**src/rtl/fp32_pkg.sv**
```systemverilog
// Shared constants and the S1->S2 stage record for the FP32 multiplier back end.
// All datapath widths in fp32_mul_round and fp_mant_round derive from these constants.
package fp32_pkg;

    localparam int EXP_W   = 8;
    localparam int MAN_W   = 23;
    localparam int BIAS    = 127;
    localparam int PW      = 2 * (MAN_W + 1);
    // Internal exponent carries headroom for the normalise and round-carry bumps.
    localparam int EW      = EXP_W + 3;
    localparam int EXP_MAX = (1 << EXP_W) - 1;

    localparam logic [31:0] QNAN    = 32'h7FC0_0000;
    localparam logic [31:0] POS_INF = 32'h7F80_0000;

    typedef struct packed {
        logic                 sign;
        logic signed [EW-1:0] e;
        logic [MAN_W-1:0]     man;
        logic                 g;
        logic                 st;
        logic                 zero;
        logic                 inf;
        logic                 nan;
    } s1_rec_t;

    typedef struct packed {
        logic ovf;
        logic unf;
        logic inexact;
    } fp_flags_t;

    function automatic logic [31:0] fp_pack(input logic             sign,
                                            input logic [EXP_W-1:0] exp,
                                            input logic [MAN_W-1:0] man);
        return {sign, exp, man};
    endfunction

endpackage

```
**src/rtl/fp_mant_round.sv**
```systemverilog
// Mantissa rounder: applies the rounding increment to a normalised mantissa.
// FPMUL_RNE_EN defined selects round-to-nearest-even; undefined truncates.
module fp_mant_round
    import fp32_pkg::*;
(
    input  logic [MAN_W-1:0] man_i,
    input  logic             g_i,
    input  logic             st_i,
    output logic [MAN_W-1:0] man_rnd_o,
    output logic             carry_o
);

    logic rnd_inc;

`ifdef FPMUL_RNE_EN
    always_comb begin
        rnd_inc = g_i & (st_i | man_i[0]);
    end
`else
    logic unused_rnd;
    assign unused_rnd = ^{g_i, st_i};

    always_comb begin
        rnd_inc = 1'b0;
    end
`endif

    // An all-ones mantissa wraps to zero and signals the exponent bump through carry_o.
    assign {carry_o, man_rnd_o} = {1'b0, man_i} + {{MAN_W{1'b0}}, rnd_inc};

endmodule

```
**src/rtl/fp32_mul_round.sv**
```systemverilog
// FP32 multiplier back end: normalise (S1), round/range-check/pack (S2), valid/ready pipeline.
// Rounding mode is chosen by FPMUL_RNE_EN inside fp_mant_round (undefined: truncate).
module fp32_mul_round
    import fp32_pkg::*;
(
    input  logic             clk,
    input  logic             rst_n,
    input  logic             in_valid,
    output logic             in_ready,
    input  logic             in_sign,
    input  logic [EXP_W+1:0] in_exp,
    input  logic [PW-1:0]    in_prod,
    input  logic             in_zero,
    input  logic             in_inf,
    input  logic             in_nan,
    output logic             out_valid,
    input  logic             out_ready,
    output logic [31:0]      out_data,
    output logic             out_ovf,
    output logic             out_unf,
    output logic             out_inexact
);

    localparam logic signed [EW-1:0] E_MAX  = EW'(EXP_MAX);
    localparam logic signed [EW-1:0] E_ZERO = '0;

    logic                 adv;
    logic signed [EW-1:0] e_in;
    s1_rec_t              s1_d, s1_q;
    logic                 s1_valid_q;
    logic                 out_valid_q;
    logic [31:0]          out_data_d, out_data_q;
    fp_flags_t            flags_d, flags_q;
    logic [MAN_W-1:0]     man_rnd;
    logic                 rnd_carry;
    logic signed [EW-1:0] e_rnd;

    assign adv      = !out_valid_q || out_ready;
    assign in_ready = adv;
    assign e_in     = {{(EW-EXP_W-2){in_exp[EXP_W+1]}}, in_exp};

    // NOTE: every combinational output gets a default first so no path can infer a latch.
    always_comb begin
        s1_d      = '0;
        s1_d.sign = in_sign;
        s1_d.zero = in_zero;
        s1_d.inf  = in_inf;
        s1_d.nan  = in_nan;
        if (in_prod[PW-1]) begin
            s1_d.man = in_prod[PW-2 -: MAN_W];
            s1_d.g   = in_prod[PW-MAN_W-2];
            s1_d.st  = |in_prod[PW-MAN_W-3:0];
            s1_d.e   = e_in + EW'(1);
        end else begin
            s1_d.man = in_prod[PW-3 -: MAN_W];
            s1_d.g   = in_prod[PW-MAN_W-3];
            s1_d.st  = |in_prod[PW-MAN_W-4:0];
            s1_d.e   = e_in;
        end
    end

    fp_mant_round u_round (
        .man_i     (s1_q.man),
        .g_i       (s1_q.g),
        .st_i      (s1_q.st),
        .man_rnd_o (man_rnd),
        .carry_o   (rnd_carry)
    );

    assign e_rnd = s1_q.e + {{(EW-1){1'b0}}, rnd_carry};

    // Specials take priority nan > inf > zero over the arithmetic result.
    always_comb begin
        out_data_d = '0;
        flags_d    = '0;
        if (s1_q.nan) begin
            out_data_d = QNAN;
        end else if (s1_q.inf) begin
            out_data_d = {s1_q.sign, POS_INF[30:0]};
        end else if (s1_q.zero) begin
            out_data_d = {s1_q.sign, 31'b0};
        end else if (e_rnd >= E_MAX) begin
            out_data_d = {s1_q.sign, POS_INF[30:0]};
            flags_d    = '{ovf: 1'b1, unf: 1'b0, inexact: 1'b1};
        end else if (e_rnd <= E_ZERO) begin
            out_data_d = {s1_q.sign, 31'b0};
            flags_d    = '{ovf: 1'b0, unf: 1'b1, inexact: 1'b1};
        end else begin
            out_data_d = fp_pack(s1_q.sign, e_rnd[EXP_W-1:0], man_rnd);
            flags_d    = '{ovf: 1'b0, unf: 1'b0, inexact: s1_q.g | s1_q.st};
        end
    end

    // NOTE: state registers use non-blocking assignments so every flop samples pre-edge values.
    always_ff @(posedge clk) begin
        if (!rst_n) begin
            s1_valid_q  <= 1'b0;
            out_valid_q <= 1'b0;
            out_data_q  <= '0;
            flags_q     <= '0;
        end else if (adv) begin
            s1_valid_q  <= in_valid;
            out_valid_q <= s1_valid_q;
            if (s1_valid_q) begin
                out_data_q <= out_data_d;
                flags_q    <= flags_d;
            end
        end
    end

    // NOTE: the S1 payload is deliberately left unreset; s1_valid_q alone qualifies it.
    always_ff @(posedge clk) begin
        if (adv) begin
            s1_q <= s1_d;
        end
    end

    assign out_valid   = out_valid_q;
    assign out_data    = out_data_q;
    assign out_ovf     = flags_q.ovf;
    assign out_unf     = flags_q.unf;
    assign out_inexact = flags_q.inexact;

endmodule
```
**config.mk**
```make
export PLATFORM = sky130hd
export DESIGN_NAME = fp32_mul_round
export DESIGN_NICKNAME = d
export VERILOG_FILES = /design/src/rtl/fp32_pkg.sv /design/src/rtl/fp_mant_round.sv /design/src/rtl/fp32_mul_round.sv
export SDC_FILE = /design/constraint.sdc
export NUM_CORES = 1
export LEC_CHECK = 0
export CORE_MARGIN = 2
export CORE_UTILIZATION = 49
export CTS_CLUSTER_SIZE = 25
export DETAILED_ROUTE_END_ITERATION = 8
export PLACE_DENSITY_LB_ADDON = 0.05
export SLEW_MARGIN = 20
export SYNTH_ARGS = -nofsm -noshare
export SYNTH_HDL_FRONTEND = slang
export SYNTH_SLANG_ARGS = --single-unit
export TNS_END_PERCENT = 5
```
**constraint.sdc**
```tcl
create_clock -name clk -period 3.8 [get_ports clk]
set_input_delay 0.76 -clock clk [delete_from_list [all_inputs] [get_ports clk]]
set_output_delay 0.76 -clock clk [all_outputs]
set_load 0.01 [all_outputs]
```
## Word-level counts from Yosys, hierarchy flattened

Index checks and enable logic that the tools add are counted.

- Flip-flop bits (word level): 77
- Input bits: 66

- $add $sub $neg: 1
- $lt $le $gt $ge: 2
- Muxes and demuxes: 11
- Bitwise gates (word level): 1
- Reductions and logical operators: 5

Operators with widths:

| kind | number |
|---|---|
| 31-bit 2-to-1 mux | 4 |
| 36-bit 2-to-1 mux | 1 |
| 32-bit 2-to-1 mux | 1 |
| 23-bit OR reduction | 1 |
| 22-bit OR reduction | 1 |
| 3-bit 2-to-1 mux | 4 |
| 10-bit by 2-bit adder with 11-bit output (second input constant) | 1 |
| 11-bit by 9-bit >= comparator with 1-bit output (second input constant) | 1 |
| 11-bit by 1-bit less-or-equal comparator with 1-bit output (second input constant) | 1 |
| 2-bit 2-to-1 mux | 1 |
| 2-bit AND reduction | 1 |
| 1-bit logical NOT | 1 |
| 1-bit logical OR | 1 |
| 1-bit bitwise OR | 1 |

## Logic depth before layout (Yosys ltp)

- Word-level depth: 6
- Gate-level depth with buffers: 7
- Mapped depth without buffers: 5

## Modules after synthesis

A second synthesis with hierarchy kept.

- Cell total of the unflattened synthesis: 297
- Area total of the unflattened synthesis: 3614.7 µm²

By module, submodules not included:

| module | times used | cells each | area an instance (µm²) | seq. area each (µm²) |
|---|---|---|---|---|
| fp32_mul_round | 1 | 272 | 3430.8 | 1941.9 |
| fp_mant_round | 1 | 25 | 183.9 | 0.0 |

## Worst setup path before layout

Ideal clock, no wire load.

- Path kind: input to register
- Start point: input out_ready
- End point: register out_data_q[14], in the netlist out_data[14]
- Library setup time: 0.117 ns
- Arrival time: 2.369 ns
- Setup slack: 1.314 ns
- Cell stages on the path: 7
- Cells stage by stage: nand2b_1 > buf_2 > nand2_1 > and2_1 > clkbuf_1 > buf_2 > a22o_1

- Cells in the longest elaborated chain, start to end: 2

RTL lines:

| element | RTL line | text |
|---|---|---|
| from (decl) | fp32_mul_round.sv:17 | `input logic out_ready,` |
| 1-bit logical OR | fp32_mul_round.sv:38 | `assign adv = !out_valid_q \|\| out_ready;` |
| named net in_ready | fp32_mul_round.sv:9 | `output logic in_ready,` |
| 2-bit AND reduction (no line) | - |  |
| to (signal assigned) | fp32_mul_round.sv:105 | `out_data_q <= out_data_d;` |
| to (decl) | fp32_mul_round.sv:32 | `logic [31:0] out_data_d, out_data_q;` |

The timed path passes the listed nets, and every way through them passes these cells.
A chain may end at the register's enable or synchronous reset.

## Worst setup path after layout

- Start point: input out_ready
- End point: output in_ready

- Cells in the longest elaborated chain, start to end: 1

RTL lines:

| element | RTL line |
|---|---|
| 1-bit logical OR | fp32_mul_round.sv:38 |
| to (decl) | fp32_mul_round.sv:9 |

No other way between the ends.

==> key figures <==
Run status
  • Status: complete, no violations

Setup path
  • Buf+Inv Stages, Crit Path: 2
  • Crit. path cell count: 3
  • Beginning of the critical path: out_ready
  • Worst-path fanout max: 3
  • Max incr delay on CP: 0.61 ns
  • FF-to-FF path depth: 6
  • Worst r2r src: out_valid$_SDFFE_PN0N_
  • Crit path max-delay family: buffers and inverters
  • Worst path slowest cell: clkdlybuf4s50_1
  • Startpoint types: primary input
  • Arrival @ worst endpoint: 1.95 ns
  • Setup CP Type: in2out
  • Kind of end point of the critical path: primary output
  • CP dominant cell by count: clkdlybuf4s50_1
  • CP required: ~3.0 ns
  • Critical-path cell list: clkdlybuf4s50_1 > nand2b_2 > clkdlybuf4s50_1

Hold path
  • HP Start: s1_q[7]$_DFFE_PN_
  • Worst hold path class: reg2reg
  • Hold path depth: 1

STA
  • Fin crit share: between 70% and 80%
  • Worst Max-Slew Pin Slew: 0.9427 ns
  • Hold Vio Cnt, Final: 0
  • FMAX: 368.4 MHz
  • RSZ-0062 raised after global routing: false
  • Post-Route Skew: around 0.0048 ns
  • Final min period: 2.715 ns
  • Max-slew violations: 0
  • Worst hold slack: 0.4565 ns
  • Setup_tns: 0 ns
  • Relative slew margins: 37.15%
  • Setup Viol. Count Final: 0

Drt
  • Initial DRC count: 100
  • TritonRoute pass-1 iters: 4
  • Final wirelength: 6387 um
  • DRC errors left: 0
  • Routed wl met3: 538 um
  • Uppermost layer routed: met4
  • Via density: 5.485
  • Met2 Routed Length: 2989 um
  • DR WL/cell: roughly 16 um
  • Vias: 2,238
  • Final ANT Viol Nets: 0
  • Routed length on met1: about 2800 um

CTS
  • CTS buffer count: 9
  • CTS clock-pin slew for the worst setup and hold paths: approximately 0.070 ns
  • CTS tree: built
  • H-tree levels: 3
  • Postcts setup bufs: 0
  • Hold_buf cts: 0
  • Maximum clock path buffer count: 2
  • Post-CTS resize count: 0
  • Root Driver: clkbuf_8
  • CTS Sinks: 77
  • Worst-skew pair later-pin latency: 0.34 ns

Power
  • Overall power: 1.769 mW
  • Power density cells: 405.9 nW/um2
  • P_leak: 1.552 nW
  • Max IR drop VDD: 0.0002705 V

Logic synthesis
  • Cell area after synthesis: 3072 um2
  • Syn_area_per_cell: 13.77 um2
  • Asr flop ratio synth: 0%
  • Post-Syn Nets: 290
  • Cells after Synth: 223
  • Most used flip-flop cell after synthesis: edfxtp_1
  • Post-synth EDFFs: 40
  • Synth cell types: 38
  • #FFs+latches synth: slightly below 80
  • Yosys Warn Count: 0
  • Register area share after synthesis: between 60% and 70%

Global route
  • Number of antenna violations at the first check in global routing: 0
  • Largest net degree at the start of global routing: 47
  • Total GRT Usage: just under 20%
  • GRT overflow: 0
  • First-pass GRT wire length: between 10,000 and 15,000 um
  • Vias in the first global route: 2,176

Layout
  • Final net count: just under 400
  • Antenna diodes: 0
  • Synthesis-to-finish area growth: 41.83%
  • Final Util: 72.72%
  • Fillers: 421
  • Final Instance Area: 4357 um2
  • Proportion of layout cells with a drive suffix above 1: between 10% and 20%

Die
  • Std-Cell Rows: 28
  • Die ar.: 6918 um2
  • I/O Pins: 103
  • Initial Util: 51.27%
  • Die width: 83.18 um
  • Die Span Y: a little over 80 um
  • Core area: 5991 um2

Place
  • Placed inst area: ~4200 um2
  • Gpl congestion: 0.8110
  • I/O Buffers: around 100
  • HPWL after DPL: 4614 um

Job
  • Max Cap Viol: 0
power by group:
part	internal (mW)	leakage (nW)	switching [mW]
clock network	0.367	0.107	0.267
registers	0.926	0.717	0.0239
logic	0.114	0.728	0.0704
total	1.41	1.55	0.362
state kept, by name, summed over array words and instances, names as in the netlist:
name and flops:
out_data 32, s1_valid_q 1, out_inexact 1, out_unf 1, out_valid 1, s1_q 40, out_ovf 1
synthesized netlist by cell type, types with 3 or more instances:
| cell type | n | share of area, % |
|---|---|---|
| a22o_1 | 23 | 6.6 |
| mux2_2 | 25 | 9.2 |
| nor2_1 | 10 | 1.2 |
| clkbuf_1 | 3 | 0.37 |
| nand3_1 | 7 | 1.1 |
| nand4_1 | 5 | 1.0 |
| o21ai_0 | 9 | 1.5 |
| a21oi_1 | 6 | 0.98 |
| nand2_1 | 5 | 0.61 |
| dfxtp_1 | 37 | 24 |
| xnor2_1 | 6 | 1.7 |
| buf_2 | 4 | 0.65 |
| o221a_2 | 4 | 1.5 |
| nor4_1 | 5 | 1.0 |
| edfxtp_1 | 40 | 39 |
| xor2_1 | 3 | 0.86 |
| a21boi_0 | 3 | 0.73 |
worst reg2reg max path, cell delays in order (launching register included):
cell and delay [ns]:
dfxtp_1 0.32, nand2b_2 0.09, buf_4 0.47, nand4_1 0.37
nor4_4 0.22, buf_4 0.29, a22o_1 0.18
per-layer routing:
layer | track usage [%] | vias up
met1 | 24.38 | 1063
met4 | 7.154 | 0
met2 | 29.99 | 92
met3 | 7.853 | 9
met5 | 0 | -
li1 | - | 1074
metrics by stage:
step           std cells  setup WS [ns]
5_1_grt              408          1.045
4_1_cts              408          1.078
3_5_place_dp         392         0.8474
6_report             408          1.085
2_1_floorplan        223          1.314
3_3_place_gp         392         0.9671
final cells by class:
cell class	instances	area [um2]	share of cell area, %
timing repair buffer	105	1044	23.95
multi-input combinational	134	1067	24.50
tap	75	93.84	2.154
clock buffer	11	131.4	3.016
inverter	1	3.754	0.08616
sequential	77	1942	44.57
clock inverter	5	75.07	1.723
cells in the final DEF, fill, tap and decap left out, drive strengths merged, types with 6 or more instances in the layout:
master and n:
mux2 25, nand3 7, dfxtp 37, xnor2 6, edfxtp 40, o21ai 9, a22o 23, clkbuf 11
nor4 7, a21oi 6, clkdlybuf4s50 102, nor2 10
worst paths after layout:
| check | to | slack [ns] |
|---|---|---|
| max | in_ready | 1.09 |
| min | out_data[2]$_SDFFE_PN0P_ | 0.46 |
| max reg2reg | out_data[20]$_SDFFE_PN0P_ | 1.79 |
| min reg2reg | out_data[2]$_SDFFE_PN0P_ | 0.46 |
kinds of logic after synthesis:
group	Yosys count	share of synthesized area, %
DFF	77	63.22
muxes	25	9.165
xor gates and xnor gates	9	2.566
and+or+nand+nor	49	9.898
adders and majority gates	1	0.4073
AOI/OAI and AO/OA	50	12.63
buffers and inverters	12	2.118
Power figures use the tool's default switching activity.
